==> src/rtl/title_screen_compositor.sv <==
// Title-screen pixel compositor: blinking prompt over background, key-triggered exit to GAME.
// Optional macro TITLE_SCREEN_FADE_EN adds a 16-step fade-out state between TITLE and GAME.
module title_screen_compositor #(
    parameter int BLINK_FRAMES = 30
) (
    input  logic       vga_clk,
    input  logic       Reset,
    input  logic       vs,
    input  logic       blank,
    input  logic       prompt_on,
    input  logic [3:0] prompt_red,
    input  logic [3:0] prompt_green,
    input  logic [3:0] prompt_blue,
    input  logic [3:0] bg_red,
    input  logic [3:0] bg_green,
    input  logic [3:0] bg_blue,
    input  logic [7:0] keycode,
    input  logic       key_valid,
    output logic [3:0] red,
    output logic [3:0] green,
    output logic [3:0] blue,
    output logic       game_start,
    output logic       in_title
);

    typedef enum logic [1:0] {
        TITLE = 2'd0,
        FADE  = 2'd1,
        GAME  = 2'd2
    } state_t;

    localparam logic [7:0] BLINK_LAST = 8'(BLINK_FRAMES - 1);

    state_t     state_q, state_d;
    logic       vs_q;
    logic [7:0] blink_cnt_q, blink_cnt_d;
    logic       blink_vis_q, blink_vis_d;
    logic       game_start_q, game_start_d;
    logic [3:0] red_q, red_d;
    logic [3:0] green_q, green_d;
    logic [3:0] blue_q, blue_d;
    logic [3:0] sel_r, sel_g, sel_b;
    logic       frame_tick;
    logic       key_accept;

`ifdef TITLE_SCREEN_FADE_EN
    logic [3:0] level_q, level_d;

    // Darken by (15 - level), clamped at black rather than wrapping.
    function automatic logic [3:0] fade_chan(input logic [3:0] c, input logic [3:0] lvl);
        logic [3:0] sub;
        sub = 4'hF - lvl;
        return (c > sub) ? (c - sub) : '0;
    endfunction
`endif

    assign frame_tick = vs_q & ~vs;
    assign key_accept = key_valid && (keycode != 8'h00);

    always_comb begin
        state_d      = state_q;
        blink_cnt_d  = blink_cnt_q;
        blink_vis_d  = blink_vis_q;
        game_start_d = 1'b0;
        sel_r        = bg_red;
        sel_g        = bg_green;
        sel_b        = bg_blue;
`ifdef TITLE_SCREEN_FADE_EN
        level_d      = level_q;
`endif
        case (state_q)
            TITLE: begin
                // A key accept suppresses the blink update even on a frame tick.
                if (key_accept) begin
                    blink_cnt_d = '0;
`ifdef TITLE_SCREEN_FADE_EN
                    state_d = FADE;
                    level_d = 4'hF;
`else
                    state_d      = GAME;
                    game_start_d = 1'b1;
`endif
                end else if (frame_tick) begin
                    if (blink_cnt_q == BLINK_LAST) begin
                        blink_cnt_d = '0;
                        blink_vis_d = ~blink_vis_q;
                    end else begin
                        blink_cnt_d = blink_cnt_q + 8'd1;
                    end
                end
                if (prompt_on && blink_vis_q) begin
                    sel_r = prompt_red;
                    sel_g = prompt_green;
                    sel_b = prompt_blue;
                end
            end
`ifdef TITLE_SCREEN_FADE_EN
            FADE: begin
                if (frame_tick) begin
                    if (level_q == 4'd0) begin
                        state_d      = GAME;
                        game_start_d = 1'b1;
                    end else begin
                        level_d = level_q - 4'd1;
                    end
                end
                if (prompt_on) begin
                    sel_r = prompt_red;
                    sel_g = prompt_green;
                    sel_b = prompt_blue;
                end
                sel_r = fade_chan(sel_r, level_q);
                sel_g = fade_chan(sel_g, level_q);
                sel_b = fade_chan(sel_b, level_q);
            end
`endif
            GAME: begin
            end
            default: begin
                state_d = TITLE;
            end
        endcase

        if (blank) begin
            red_d   = sel_r;
            green_d = sel_g;
            blue_d  = sel_b;
        end else begin
            red_d   = '0;
            green_d = '0;
            blue_d  = '0;
        end
    end

    always_ff @(posedge vga_clk or posedge Reset) begin
        if (Reset) begin
            state_q      <= TITLE;
            vs_q         <= 1'b1;
            blink_cnt_q  <= '0;
            blink_vis_q  <= 1'b1;
            game_start_q <= 1'b0;
            red_q        <= '0;
            green_q      <= '0;
            blue_q       <= '0;
        end else begin
            state_q      <= state_d;
            vs_q         <= vs;
            blink_cnt_q  <= blink_cnt_d;
            blink_vis_q  <= blink_vis_d;
            game_start_q <= game_start_d;
            red_q        <= red_d;
            green_q      <= green_d;
            blue_q       <= blue_d;
        end
    end

`ifdef TITLE_SCREEN_FADE_EN
    always_ff @(posedge vga_clk or posedge Reset) begin
        if (Reset) begin
            level_q <= 4'hF;
        end else begin
            level_q <= level_d;
        end
    end
`endif

    assign red        = red_q;
    assign green      = green_q;
    assign blue       = blue_q;
    assign game_start = game_start_q;
    assign in_title   = (state_q != GAME);

endmodule

==> config.mk <==
export PLATFORM = sky130hd
export DESIGN_NAME = title_screen_compositor
export DESIGN_NICKNAME = d
export VERILOG_FILES = /design/src/rtl/title_screen_compositor.sv
export SDC_FILE = /design/constraint.sdc
export NUM_CORES = 1
export LEC_CHECK = 0
export CORE_ASPECT_RATIO = 0.75
export CORE_MARGIN = 5
export CORE_UTILIZATION = 41
export CTS_CLUSTER_DIAMETER = 50
export DETAILED_ROUTE_END_ITERATION = 10
export PLACE_DENSITY = 0.9
export SLEW_MARGIN = 15
export SYNTH_ARGS = -nofsm -noshare
export SYNTH_HDL_FRONTEND = slang
export SYNTH_SLANG_ARGS = --single-unit
==> constraint.sdc <==
create_clock -name vga_clk -period 1.7 [get_ports vga_clk]
set_clock_uncertainty 0.05 [all_clocks]
set_input_delay 0.34 -clock vga_clk [delete_from_list [all_inputs] [get_ports vga_clk]]
set_output_delay 0.34 -clock vga_clk [all_outputs]
set_load 0.01 [all_outputs]
### Word-level counts from Yosys, hierarchy flattened

Index checks and enable logic that the tools add are counted.

* equal/unequal tests: 4
* bitwise logic cells: 5
* div/mod/pow operators: 0
* add/subtract/negate cells: 1
* magnitude comparators: 0
* shift-type cells: 0
* multipliers: 0
* muxes and demuxes: 16
* reductions and logical operators: 8

Operators by type and width (count)
* $mux 4: 9
* $mux 8: 3
* $add 8x1->8 const B: 1
* $eq 8x5->1 const B: 1
* $reduce_bool 8->1: 1
* $ne 2x2->1 const B: 2
* $not 1->1: 4
* $pmux 2 s2: 1
* $reduce_and 2->1: 2
* $reduce_and 4->1: 1
* $eq 2x2->1 const B: 1
* $logic_and 1x1->1: 2
* $logic_not 2->1: 1
* $mux 1: 2
* $mux 2: 1
* $reduce_bool 2->1: 1
* $and 1x1->1: 1

* memories: 0
* word-level logic and storage cells: 42
* latch bits: 0
* bits in writable memories: 0
* register bits after elaboration: 25
* bits in read-only memories: 0

### Logic depth before layout (Yosys ltp)

* word-level depth: 4
* depth in mapped cells: 6

### Worst setup path before layout

No wires, ideal clock.

* path kind: input port to flip-flop
* start: input port keycode[5]
* end: register blink_cnt_q[3]
* cell stages on the path: 5
* arrival: 1.465 ns
* data required time: 1.568 ns
* library setup time: 0.082 ns
* buffers on the path: 1
* setup slack: 0.103 ns
* cell sequence: or4_4 o21ai_4 buf_6 nand3_1 a31oi_1

* longest elaborated chain between the ends: 4
* elaborated cells between the ends (all ways): 5
* those cells by class: mux (1); reduce/logical (4)

RTL lines
* from (decl): RTL line 17 `input logic [7:0] keycode,`
* $reduce_bool 8->1 (*): RTL line 58 `assign key_accept = key_valid && (keycode != 8'h00);`
* $logic_and 1x1->1 (*): RTL line 58
* $reduce_bool 2->1 (no line)
* $reduce_and 2->1 (no line)
* to (signal assigned): RTL line 148 `blink_cnt_q <= blink_cnt_d;`
* to (decl): RTL line 36 `logic [7:0] blink_cnt_q, blink_cnt_d;`

Mark *: on every way between the ends. The rest lies on a longest branch, timed or not.
A chain may end at the register's enable or synchronous reset.

### Worst setup path after layout

* start: register vs_q
* end: register blink_cnt_q[5]

* longest elaborated chain between the ends: 3

RTL lines
* from (decl): RTL line 35 `logic vs_q;`
* from (signal assigned): RTL line 147 `vs_q <= vs;`
* $and 1x1->1: RTL line 57 `assign frame_tick = vs_q & ~vs;`
* $reduce_bool 2->1 (no line)
* $reduce_and 2->1 (no line)

No other way between the ends.

==> out/metrics.cfg <==
[run_status]
status = finished, final reports clean

[power_and_ir_drop]
peakVddDrop_v = 0.000549
netSwitchingFraction_pct = 22.0
clockPowerShare_pct = 33.5
leakage_uw = 0.000844
power_uw = 1180
p_sw_uw = 261
p_per_area_nw_per_um2 = 619
seqPwrFrac_pct = 50.1
p_comb_share_pct = 16.4
internal-power_uw = 924

[sta]
max_slew_margin_pct = 75.4
fin_tns_setup_ps = 0
final_hold_viol_count = 0
tightest_slew_ps = 368
slew_viol_final = 0
post-route-period-util_pct = 98.1
min_period_ps = 1670
rsz0062_at_grt = true
setup-violations-final = 0
worst_slack_ps = 31.6
hold_ws_ps = 359
max_freq_mhz = 599

[detailed_routing]
drc = 0
wire_per_inst_um = 17.1
antenna_left = 0
drtPass1Iterations = 4
drtIter0Drc = 65
vias = 1139
vias_per_cell = 5.40
routed_wl_mm = 3.61

[cts]
cts_tree = built
clk_path_buf_depth = 2
clock_latency_ps = 280
clockRootBuffer = clkbuf_8
cts.sinks = 24
cts_made_buffers = 3
clk_pin_slew_ps = 90
cts-htree-levels = 1

[floorplanning]
die_y_um = 56.3
core_area_um2 = 2680
row_count = 16
initial_utilization_pct = 43.7
dieArea_um2 = 4040
io_pins = 52
die_x_um = 71.7

[synth]
synth_top_area_share_pct = 47.0
synth_top_area_cell = dfrtp_1
yosysUniqueCellTypes = 30
syn_nets = 156
synth-compound-area-share_pct = 17.5
avgSynthCellArea_um2 = 10.1
yosys-top-cells-area = dfrtp_1, nand2_1, a21boi_0
yosysSeqAreaShare_pct = 51.4
synth-xor-area-share_pct = 0.747
yosysWarnings = 0
synth_top_family_by_area = simple AND/OR/NAND/NOR gates
synthAdderAreaFrac_pct = 2.13
syn_inst = 116
synth_mux_area_share_pct = 0.854
synth_simple_gate_area_share_pct = 23.5
synth-seq-cells = 24
syn_area_um2 = 1170

[min_path]
hold_class = in -> async

[finish]
num_antenna_cells = 0
final_cell_mix = clkdlybuf4s50_1, nand2_1, dfrtp_1
drive_gt1_share_pct = 16.6
final_common_cell = clkdlybuf4s50_1
fin_nets = 216
area_growth_syn_to_layout_pct = 63.2

[placement]
place_ws_ps = -434
gp_congestion = 0.889
dp_hpwl_mm = 2.55
port_buffers = 51

[critical_path]
worstPathRequired_ps = 1830
critical_path_class = reg -> reg
critical_path.max_stage_delay_ps = 530
rrSetupSlack_ps = 30
crit_slowest_cell = dfstp_2
path_cells = or3b_4 > a21oi_4 > a41oi_2 > a31oi_1
crit_fanout = 7
worstPathArrival_ps = 1800
cp-end-kind = register
critPathLaunchType = register

[global_route]
grt_pass1_wl_mm = 5.81
antenna_found_initial = 0
grt_start_max_net_pins = 25
grt_overflow = 0
grt_pass1_vias = 1186
track_usage_pct = 18.8

[flow_run]
maxCapViolCount = 0

per-layer routing:
metal  global-route usage, %  part of all wire (%)
met5                       0                     0
met4                    7.77                   2.4
met3                    4.10                   5.9
met2                    33.4                    54
met1                    21.7                    37
stage by stage:
step | cell area, µm² | std cells | util (%)
floorplan | 1170 | 116 | -
global placement | 1750 | 203 | 65.2
detailed placement | 1750 | 203 | 65.2
CTS | 1860 | 210 | 69.4
global route | 1910 | 211 | 71.3
finish | 1910 | 211 | 71.3
synthesized netlist by cell type (all sizes together):
master / count
o21ai: 2
a21boi: 12
dfrtp: 22
nor2: 1
mux2i: 1
a21oi: 1
nand2: 29
inv: 4
o211ai: 1
buf: 1
clkbuf: 4
a41oi: 2
nand4b: 1
or3b: 1
dfstp: 2
nor4b: 1
nand4: 2
and2: 1
o22ai: 1
ha: 2
a31oi: 8
nor3b: 1
and3: 4
xor2: 1
or4: 2
and4: 1
nand3: 8
layout make-up:
class / instances / area, µm²
clock buffers: 4 / 55.1
flip-flops and latches: 24 / 604
inverters: 4 / 15.0
multi-input cells: 83 / 578
well taps: 36 / 45.0
fillers: 192 / 769
repair buffers: 60 / 616
power by group through the flow:
stage | logic [µW] | clock network, µW | registers [µW]
after floorplan | 41.6 | 0 | 612
after global placement | 175 | 0 | 604
after CTS | 192 | 402 | 593
final | 194 | 397 | 593
after detailed placement | 181 | 0 | 605
after global routing | 207 | 423 | 596
sequential cells by signal (all words and copies together) (netlist names):
signal,count
blink_cnt_q,8
blink_vis_q,1
blue,4
game_start,1
green,4
red,4
state_q,1
vs_q,1
critical path: cells and delay by family (launching register included):
family	cells	cell delay [ps]
flops	1	530
simple gates	1	390
compound gates	3	610
cells by family after synthesis:
logic type	count (synthesis)
AOI/OAI and AO/OA	27
xor gates and xnor gates	1
adders and majority gates	2
buffers and inverters	9
DFF	24
muxes	1
and+or+nand+nor	52
repair_timing:
| item | in CTS | in global routing |
|---|---|---|
| setup endpoints to repair | 10 | 8 |
| pin swaps | 5 | 6 |
| cloned | 1 | 0 |
| hold buffers | 0 | 0 |
| buffers inserted | 2 | 1 |
| gates resized for setup | 12 | 12 |
worst paths after layout:
| kind | from | depth (start not counted) | end |
|---|---|---|---|
| worst max-delay path | vs_q$_DFF_PP1_ | 4 | blink_cnt_q[5]$_DFFE_PP0P_ |
| worst max register to register | vs_q$_DFF_PP1_ | 4 | blink_cnt_q[5]$_DFFE_PP0P_ |
| worst min register to register | blink_cnt_q[4]$_DFFE_PP0P_ | 1 | blink_cnt_q[4]$_DFFE_PP0P_ |
| max in group asynchronous | Reset | 3 | vs_q$_DFF_PP1_ |
| min in group vga_clk | vs | 1 | vs_q$_DFF_PP1_ |
| worst min-delay path | Reset | 3 | blue[1]$_DFF_PP0_ |
No activity file was read; power rests on OpenSTA's default activity.
